File: src/rtl/bitwise_seq_unit_pkg.sv
// Shared opcode definitions for the bitwise units (also consumed by the ALU).
package bitwise_seq_unit_pkg;

    typedef logic [2:0] op_t;

    localparam op_t OP_AND  = 3'b000;
    localparam op_t OP_OR   = 3'b001;
    localparam op_t OP_XOR  = 3'b010;
    localparam op_t OP_NAND = 3'b011;
    localparam op_t OP_NOR  = 3'b100;
    localparam op_t OP_XNOR = 3'b101;
    localparam op_t OP_NOT  = 3'b110;
    localparam op_t OP_PASS = 3'b111;

    localparam int unsigned NUM_OPS = 8;

    typedef enum logic [1:0] {
        ST_IDLE = 2'd0,
        ST_RUN  = 2'd1,
        ST_DONE = 2'd2
    } state_t;

endpackage

File: src/rtl/bitwise_slice.sv
// Combinational SLICE-bit gate bank: every gate evaluated per bit, opcode picks one.
module bitwise_slice
    import bitwise_seq_unit_pkg::*;
#(
    parameter int unsigned SLICE = 4
) (
    input  logic [SLICE-1:0] a,
    input  logic [SLICE-1:0] b,
    input  op_t              op,
    output logic [SLICE-1:0] y_c
);

    for (genvar i = 0; i < SLICE; i++) begin : g_bit
        logic [NUM_OPS-1:0] gate_c;

        assign gate_c[OP_AND]  = a[i] & b[i];
        assign gate_c[OP_OR]   = a[i] | b[i];
        assign gate_c[OP_XOR]  = a[i] ^ b[i];
        assign gate_c[OP_NAND] = ~(a[i] & b[i]);
        assign gate_c[OP_NOR]  = ~(a[i] | b[i]);
        assign gate_c[OP_XNOR] = ~(a[i] ^ b[i]);
        assign gate_c[OP_NOT]  = ~a[i];
        assign gate_c[OP_PASS] = a[i];

        assign y_c[i] = gate_c[op];
    end

endmodule

File: src/rtl/bitwise_seq_unit.sv
// Bit-serial (SLICE bits per cycle) bitwise operation unit with valid/ready on both sides.
module bitwise_seq_unit
    import bitwise_seq_unit_pkg::*;
#(
    parameter int unsigned WIDTH = 16,
    parameter int unsigned SLICE = 4
) (
    input  logic             clk,
    input  logic             rst_n,
    input  logic             in_valid,
    output logic             in_ready,
    input  logic [WIDTH-1:0] a,
    input  logic [WIDTH-1:0] b,
    input  op_t              op,
    output logic             out_valid,
    input  logic             out_ready,
    output logic [WIDTH-1:0] result,
    output logic             zero
);

    localparam int unsigned SLICE_SAFE = (SLICE > 0) ? SLICE : 1;
    localparam int unsigned NUM_SLICES = WIDTH / SLICE_SAFE;
    localparam int unsigned CNT_W      = (NUM_SLICES > 1) ? $clog2(NUM_SLICES) : 1;

    if ((SLICE < 1) || ((WIDTH % SLICE_SAFE) != 0)) begin : g_param_check
        $error("bitwise_seq_unit: WIDTH must be a nonzero multiple of SLICE");
    end

    state_t                 state_q, state_d;
    logic [CNT_W-1:0]       cnt_q, cnt_d;
    logic [WIDTH-1:0]       a_q, a_d;
    logic [WIDTH-1:0]       b_q, b_d;
    op_t                    op_q, op_d;
    logic [WIDTH-1:0]       result_d;
    logic                   zero_d;
    logic                   out_valid_d;
    logic                   in_ready_d;
    logic [SLICE_SAFE-1:0]  slice_a_c, slice_b_c, slice_y_c;

    // Select the operand slice addressed by the counter.
    always_comb begin
        slice_a_c = '0;
        slice_b_c = '0;
        for (int s = 0; s < NUM_SLICES; s++) begin
            if (cnt_q == CNT_W'(s)) begin
                slice_a_c = a_q[s*SLICE_SAFE +: SLICE_SAFE];
                slice_b_c = b_q[s*SLICE_SAFE +: SLICE_SAFE];
            end
        end
    end

    bitwise_slice #(
        .SLICE (SLICE_SAFE)
    ) u_slice (
        .a   (slice_a_c),
        .b   (slice_b_c),
        .op  (op_q),
        .y_c (slice_y_c)
    );

    // Next-state and next-output logic.
    always_comb begin
        state_d     = state_q;
        cnt_d       = cnt_q;
        a_d         = a_q;
        b_d         = b_q;
        op_d        = op_q;
        result_d    = result;
        zero_d      = zero;
        out_valid_d = out_valid;
        in_ready_d  = in_ready;

        unique case (state_q)
            ST_IDLE: begin
                if (in_valid && in_ready) begin
                    a_d        = a;
                    b_d        = b;
                    op_d       = op;
                    result_d   = '0;
                    cnt_d      = '0;
                    in_ready_d = 1'b0;
                    state_d    = ST_RUN;
                end
            end
            ST_RUN: begin
                for (int s = 0; s < NUM_SLICES; s++) begin
                    if (cnt_q == CNT_W'(s)) begin
                        result_d[s*SLICE_SAFE +: SLICE_SAFE] = slice_y_c;
                    end
                end
                cnt_d = cnt_q + CNT_W'(1);
                if (cnt_q == CNT_W'(NUM_SLICES - 1)) begin
                    cnt_d       = '0;
                    zero_d      = (result_d == '0);
                    out_valid_d = 1'b1;
                    state_d     = ST_DONE;
                end
            end
            ST_DONE: begin
                if (out_ready) begin
                    out_valid_d = 1'b0;
                    in_ready_d  = 1'b1;
                    state_d     = ST_IDLE;
                end
            end
            default: begin
                out_valid_d = 1'b0;
                in_ready_d  = 1'b1;
                state_d     = ST_IDLE;
            end
        endcase
    end

    always_ff @(posedge clk or negedge rst_n) begin
        if (!rst_n) begin
            state_q   <= ST_IDLE;
            cnt_q     <= '0;
            a_q       <= '0;
            b_q       <= '0;
            op_q      <= OP_AND;
            result    <= '0;
            zero      <= 1'b0;
            out_valid <= 1'b0;
            in_ready  <= 1'b1;
        end else begin
            state_q   <= state_d;
            cnt_q     <= cnt_d;
            a_q       <= a_d;
            b_q       <= b_d;
            op_q      <= op_d;
            result    <= result_d;
            zero      <= zero_d;
            out_valid <= out_valid_d;
            in_ready  <= in_ready_d;
        end
    end

endmodule

File: config.mk
export PLATFORM = sky130hd
export DESIGN_NAME = bitwise_seq_unit
export DESIGN_NICKNAME = d
export VERILOG_FILES = /design/src/rtl/bitwise_seq_unit_pkg.sv /design/src/rtl/bitwise_slice.sv /design/src/rtl/bitwise_seq_unit.sv
export SDC_FILE = /design/constraint.sdc
export NUM_CORES = 1
export LEC_CHECK = 0
export BUFFER_PORTS_ARGS = -buffer_cell sky130_fd_sc_hd__buf_2
export CELL_PAD_IN_SITES_DETAIL_PLACEMENT = 1
export CELL_PAD_IN_SITES_GLOBAL_PLACEMENT = 2
export CORE_AREA = 2 2 92 94
export CTS_BUF_LIST = sky130_fd_sc_hd__clkbuf_4 sky130_fd_sc_hd__clkbuf_8 sky130_fd_sc_hd__clkbuf_16
export CTS_CLUSTER_DIAMETER = 60
export CTS_CLUSTER_SIZE = 20
export DETAILED_ROUTE_END_ITERATION = 8
export DIE_AREA = 0 0 94 96
export PLACE_DENSITY = 0.91
export SYNTH_ARGS = -nofsm -noshare
export SYNTH_HDL_FRONTEND = slang
export SYNTH_HIERARCHICAL = 1
export SYNTH_SLANG_ARGS = --single-unit
File: constraint.sdc
create_clock -name clk -period 7.1 [get_ports clk]
set_input_delay 1.42 -clock clk [delete_from_list [all_inputs] [get_ports clk]]
set_output_delay 1.42 -clock clk [all_outputs]
set_load 0.005 [all_outputs]
==> impl_metrics.toml, run 1 <==
[outcome]
outcome = "finished clean"

[clock_network]
cts_tree = "done"
cts_resized = 0
cts_sinks = 58
root_buffer = "clkbuf_8"
htreeDepth = 3
postCtsHoldBufs = 0
clkTransAtPathRegs_ns = 0.06
worstSkewPairLatency_ns = 0.33
postCtsSetupRepairBufs = 0
clockBufferDepth = 2
numCtsBuffers = 9

[synthesis]
async_flop_share = 1.00
synth-seq-cells = 58
synthTopCellsByArea = "dfrtp_1, mux2_2, ha_1"
yosys-top-cells-count = "dfrtp_1, mux2_2, ha_1, a32o_1, nand2_1"
syn-num-nets = 318
yosysMostFrequentCell = "dfrtp_1"
ys_types = 34
synth_edf_count = 0
syn_area_per_cell_sq_um = 12.2
syn-cell-area_sq_um = 3150
syn_inst = 258
yosys.area.top_type = "dfrtp_1"
synth_top_area_frac = 0.453
yosys_warnings = 6
synthFlopType = "dfrtp_1"
synth-seq-area-share = 0.462

[sta]
setup_tns_ns = 0
setup_ws_ns = 3.10
slew_violations = 0
max_clock_freq_mhz = 250
finalHoldViolCount = 0
period_share = 0.563
worst_pin_slew_ns = 1.13
skew_ns = 0.00394
setup_viol = 0
relSlewSlack = 0.244
rsz0062_at_grt = "false"
period_minus_slack_ns = 4.00

[layout]
design_area_sq_um = 3650
final_net_count = 370
n_fill_cell = 897
seqCellArea_sq_um = 1450
n_antenna_cell = 0
drive_above_1_share = 0.375
syn2layout_area_growth_pct = 16.2
multi_input_area_sq_um = 1520

[route]
avgViaCountPerCell = 5.38
num_vias = 2260
ant_nets = 0
dr.max_layer_used = "met4"
drt-initial-drc-count = 107
postRouteWirelength_mm = 7.05
drc = 0
dr.pass1.iters = 4
met3_length_um = 270
wl_met2_mm = 3.31
drt-met1-wl_mm = 3.38
wl_per_cell_um = 16.8

[setup_path]
crit_fanout = 15
crit_buf_inv = 2
cp_cell_sequence = "inv_1 > ha_1 > nor2b_1 > a221oi_1 > o31ai_1 > inv_1 > ha_1 > nor2_1 > a21oi_1 > o22ai_1 > a221oi_2 > nor4_1 > o2111ai_1 > o2bb2ai_1"
worst_ep_arrival_time_ns = 4.25
rr_endpoint = "zero"
crit_type = "register to register"
ff2ff_setup_slack_ns = 3.10
cp-start-kind = "register"
reg2regPathDepth = 14
end_kind = "register"
required_ns = 7.35
timing.rr.start = "cnt_q[1]"
critPathMaxStageDelay_ns = 0.56
critPathTopFamily = "compound AO/OA/AOI/OAI gates"
critical-path-slowest-cell = "nor2b_1"

[global_route]
grt_pass1_vias = 2407
grt_use_total = 0.171
grt_pass1_wl_mm = 11.8
gr-total-overflow = 0
grt_max_degree = 59
antenna_found_initial = 0

[die]
die_area_sq_um = 9020
io_pins = 58
die_width_um = 94
fp-row-count = 33
fp.dieH_um = 96
start_util = 0.391
fp.coreArea_sq_um = 8050

[power]
powerDensity_nw_per_um2 = 502
leakage_nw = 1.69
peakVddDrop_mv = 0.176

[placed_design]
io_buffers = 57
dpl_cell_area_sq_um = 3450
pre_cts_ws_ns = 3.20
place_congestion = 0.829
place.detailed.hpwl_mm = 4.99

[worst_hold_path]
hold_end = "result[14]"
holdCritPathClass = "register to register"
min_from = "result[14]"
whs_path_depth = 1

[flow_run]
maxCapViolCount = 0
## layout make-up
type	instances	share of cell area
clock inverter	2	0.00959
clock buffer	14	0.0476
sequential	58	0.397
tap	105	0.0359
inverter	11	0.0113
timing repair buffer	59	0.0822
multi-input combinational	171	0.416
## registers in the layout, summed over array words and instances, names as in the netlist
name / count
out_valid: 1
cnt_q: 2
b_q: 16
a_q: 16
state_q: 2
op_q: 3
in_ready: 1
zero: 1
result: 16
## cell families after synthesis
kind of cell / synth area share
flops: 0.462
simple gates: 0.0724
mux: 0.165
fa+ha+maj: 0.0835
compound gates: 0.162
buf+inv: 0.0549
## how the worst max path moves through the flow
stage / start / end / slack [ns] / depth (start not counted)
after floorplan: cnt_q[1] / zero / 4.20 / 13
after global placement: cnt_q[1] / zero / 3.27 / 12
after detailed placement: cnt_q[1] / zero / 3.20 / 12
after CTS: cnt_q[1] / zero / 3.15 / 14
after global routing: cnt_q[1] / zero / 2.70 / 14
final: cnt_q[1] / zero / 3.10 / 14
## per-layer routing
layer / vias to the layer above / GRT usage
li1: 1072 / -
met1: 1126 / 0.236
met2: 54 / 0.271
met3: 8 / 0.0258
met4: 0 / 0.0664
met5: - / 0
## power breakdown
part           total [W]  leakage, nW  internal (W)  switching (W)
clock network   0.000317        0.111      0.000193       0.000124
logic           0.000916        0.862      0.000414       0.000502
registers       0.000601        0.722      0.000476       0.000125
## cell usage in the layout, fill, tap and decap left out, types with 2 or more instances in the layout
cell type  count
dfrtp_1       57
buf_2         57
mux2_2        32
ha_1          21
a32o_1        16
nand2_1       12
inv_1         11
nor2b_1       11
o31ai_1       11
nor2_1        11
a21oi_1       11
clkbuf_8      11
a221oi_1       8
mux2i_1        5
o22ai_1        5
nor4_1         4
a221oi_2       4
mux2_1         3
clkbuf_4       3
mux2i_4        2
o21ai_0        2
buf_4          2
mux2_4         2
## through the flow
stage	cells	utilization	total power, W	hold slack [ns]
floorplan	258	-	0.00127	0.458
global placement	404	0.428	0.00147	0.476
detailed placement	404	0.428	0.00152	0.479
CTS	420	0.454	0.00184	0.494
global route	420	0.454	0.00199	0.519
finish	420	0.454	0.00183	0.490
No activity file was read; power rests on OpenSTA's default activity.
==> run 2: changes to the inputs <==
Settings changed: CORE_AREA 2 2 92 94 to 2 2 96 98, DIE_AREA 0 0 94 96 to 0 0 98 100, PLACE_DENSITY 0.91 to 0.85.
Clock period 7.1 ns to 3.7 ns, I/O delays scaled along.
==> run 2 against run 1 <==
Clock power is 99% higher. Core utilization fell by 3.3 points. Die area is 8.6% higher. Sequential share of layout area fell by 0.97 points. Critical path depth up 1. Global-route usage decreased by 0.61 points. Count of clock-buffer cells in the layout unchanged. Combinational power grew 100%. Sequential power increased by 93%.
==> impl_metrics.toml, run 2 (synthesis gave the netlist of run 1 again) <==
[setup_path]
critical-path-slowest-cell = "o31ai_1"
critPathMaxStageDelay_ns = 0.55
crit_buf_inv = 3
crit_type = "register to register"
crit_fanout = 9
required_ns = 3.97
end_kind = "register"
critPathTopFamily = "compound AO/OA/AOI/OAI gates"
worst_ep_arrival_time_ns = 3.63
cp_cell_sequence = "inv_1 > ha_1 > nor2b_1 > buf_4 > a221oi_1 > o31ai_1 > inv_1 > ha_1 > nor2_1 > a21oi_1 > o22ai_1 > a221oi_2 > nor4_1 > o2111ai_1 > o2bb2ai_1"
cp-start-kind = "register"

[sta]
max_clock_freq_mhz = 298
finalHoldViolCount = 0
period_minus_slack_ns = 3.36
worst_pin_slew_ns = 0.882
skew_ns = 0.0112
setup_viol = 0
relSlewSlack = 0.412
rsz0062_at_grt = "false"
setup_tns_ns = 0
slew_violations = 0
period_share = 0.907

[route]
drc = 0
drt-met1-wl_mm = 3.35
dr.max_layer_used = "met4"
postRouteWirelength_mm = 7.52
wl_met2_mm = 3.68
dr.pass1.iters = 4
drt-initial-drc-count = 126
met3_length_um = 270
num_vias = 2315
avgViaCountPerCell = 5.32
ant_nets = 0
wl_per_cell_um = 17.3

[die]
start_util = 0.354
die_area_sq_um = 9800
fp.coreArea_sq_um = 8890
io_pins = 58
die_width_um = 98
fp-row-count = 35
fp.dieH_um = 100

[power]
p_clk_frac = 0.174
netSwitchingFraction = 0.406
peakVddDrop_mv = 0.295
pwr-share-comb = 0.506
p_seq_frac = 0.320
powerDensity_nw_per_um2 = 969
p_int_w = 0.00216
leakage_nw = 1.75
power_switching_w = 0.00147

[clock_network]
clkTransAtPathRegs_ns = 0.07
worstSkewPairLatency_ns = 0.35
clockBufferDepth = 2
numCtsBuffers = 9
cts_tree = "done"
root_buffer = "clkbuf_8"
postCtsSetupRepairBufs = 0
cts_sinks = 58
htreeDepth = 3

[placed_design]
place_congestion = 0.753
place.detailed.hpwl_mm = 5.49
io_buffers = 57

[layout]
drive_above_1_share = 0.398
largest_registers = "a_q x16, b_q x16, result x16"
n_fill_cell = 984
final_net_count = 379
n_antenna_cell = 0
utilization = 0.421
final_cell_mix = "dfrtp_1, buf_2, mux2_2"
syn2layout_area_growth_pct = 19.1

[outcome]
outcome = "finished clean"

[flow_run]
maxCapViolCount = 0

[global_route]
grt_pass1_vias = 2503
antenna_found_initial = 0
grt_max_degree = 40
gr-total-overflow = 0
grt_use_total = 0.165
grt_pass1_wl_mm = 12.6

[worst_hold_path]
holdCritPathClass = "register to register"
run 2: changes by cell type in the layout (fill, tap and decap cells not counted), sizes merged:
cell and change:
buf +9
run 2: per-layer routing:
layer	up-vias	track usage
met4	0	0.0897
li1	1082	-
met3	19	0.0272
met1	1159	0.212
met2	55	0.266
met5	-	0
run 2: worst paths after layout:
check	depth (start not counted)	endpoint	start	slack [ns]
setup / recovery	15	zero	cnt_q[1]	0.34
max in group asynchronous	2	result[6]	rst_n	2.51
hold / removal	1	result[15]	result[15]	0.50
min in group asynchronous	1	result[12]	rst_n	0.52
setup reg to reg	15	zero	cnt_q[1]	0.34
hold reg to reg	1	result[15]	result[15]	0.50
run 2: power by group through the flow:
stage | registers, W | logic, W | clock network, W
6_report | 0.00116 | 0.00184 | 0.000631
4_1_cts | 0.00117 | 0.00183 | 0.000654
2_1_floorplan | 0.00106 | 0.00137 | 0
3_5_place_dp | 0.00117 | 0.00182 | 0
3_3_place_gp | 0.00117 | 0.00175 | 0
5_1_grt | 0.00121 | 0.00207 | 0.000683
run 2: area by class of cell:
cell class	count	area, sq um	share of cell area
multi-input cells	171	1530	0.408
flip-flops and latches	58	1450	0.388
repair buffers	68	368	0.0982
clock buffers	14	180	0.0481
well taps	111	139	0.0371
inverters	11	41.3	0.0110
clock inverters	2	35.0	0.00935
run 2: metrics by stage:
| stage | area (sq um) | setup WS (ns) | total power, W | hold WS, ns | instances |
|---|---|---|---|---|---|
| 6_report | 3750 | 0.342 | 0.00363 | 0.497 | 435 |
| 5_1_grt | 3750 | 0.0579 | 0.00396 | 0.528 | 435 |
| 4_1_cts | 3740 | 0.291 | 0.00365 | 0.497 | 435 |
| 3_5_place_dp | 3520 | 0.306 | 0.00299 | 0.481 | 419 |
| 3_3_place_gp | 3520 | 0.429 | 0.00292 | 0.476 | 419 |
| 2_1_floorplan | 3150 | 0.800 | 0.00244 | 0.444 | 258 |
run 2: repair_timing:
item / in CTS / in global routing
setup endpoints to repair: 0 / 1
gates resized for setup: 0 / 2
hold buffers: 0 / 0
run 2: worst register-to-register path, cell delays in order, from the launching register on:
cell and delay [ns]:
dfrtp_1 0.37, inv_1 0.10, ha_1 0.31, nor2b_1 0.15, buf_4 0.17, a221oi_1 0.08, o31ai_1 0.55, inv_1 0.17
ha_1 0.34, nor2_1 0.10, a21oi_1 0.06, o22ai_1 0.22, a221oi_2 0.08, nor4_1 0.28, o2111ai_1 0.15, o2bb2ai_1 0.16
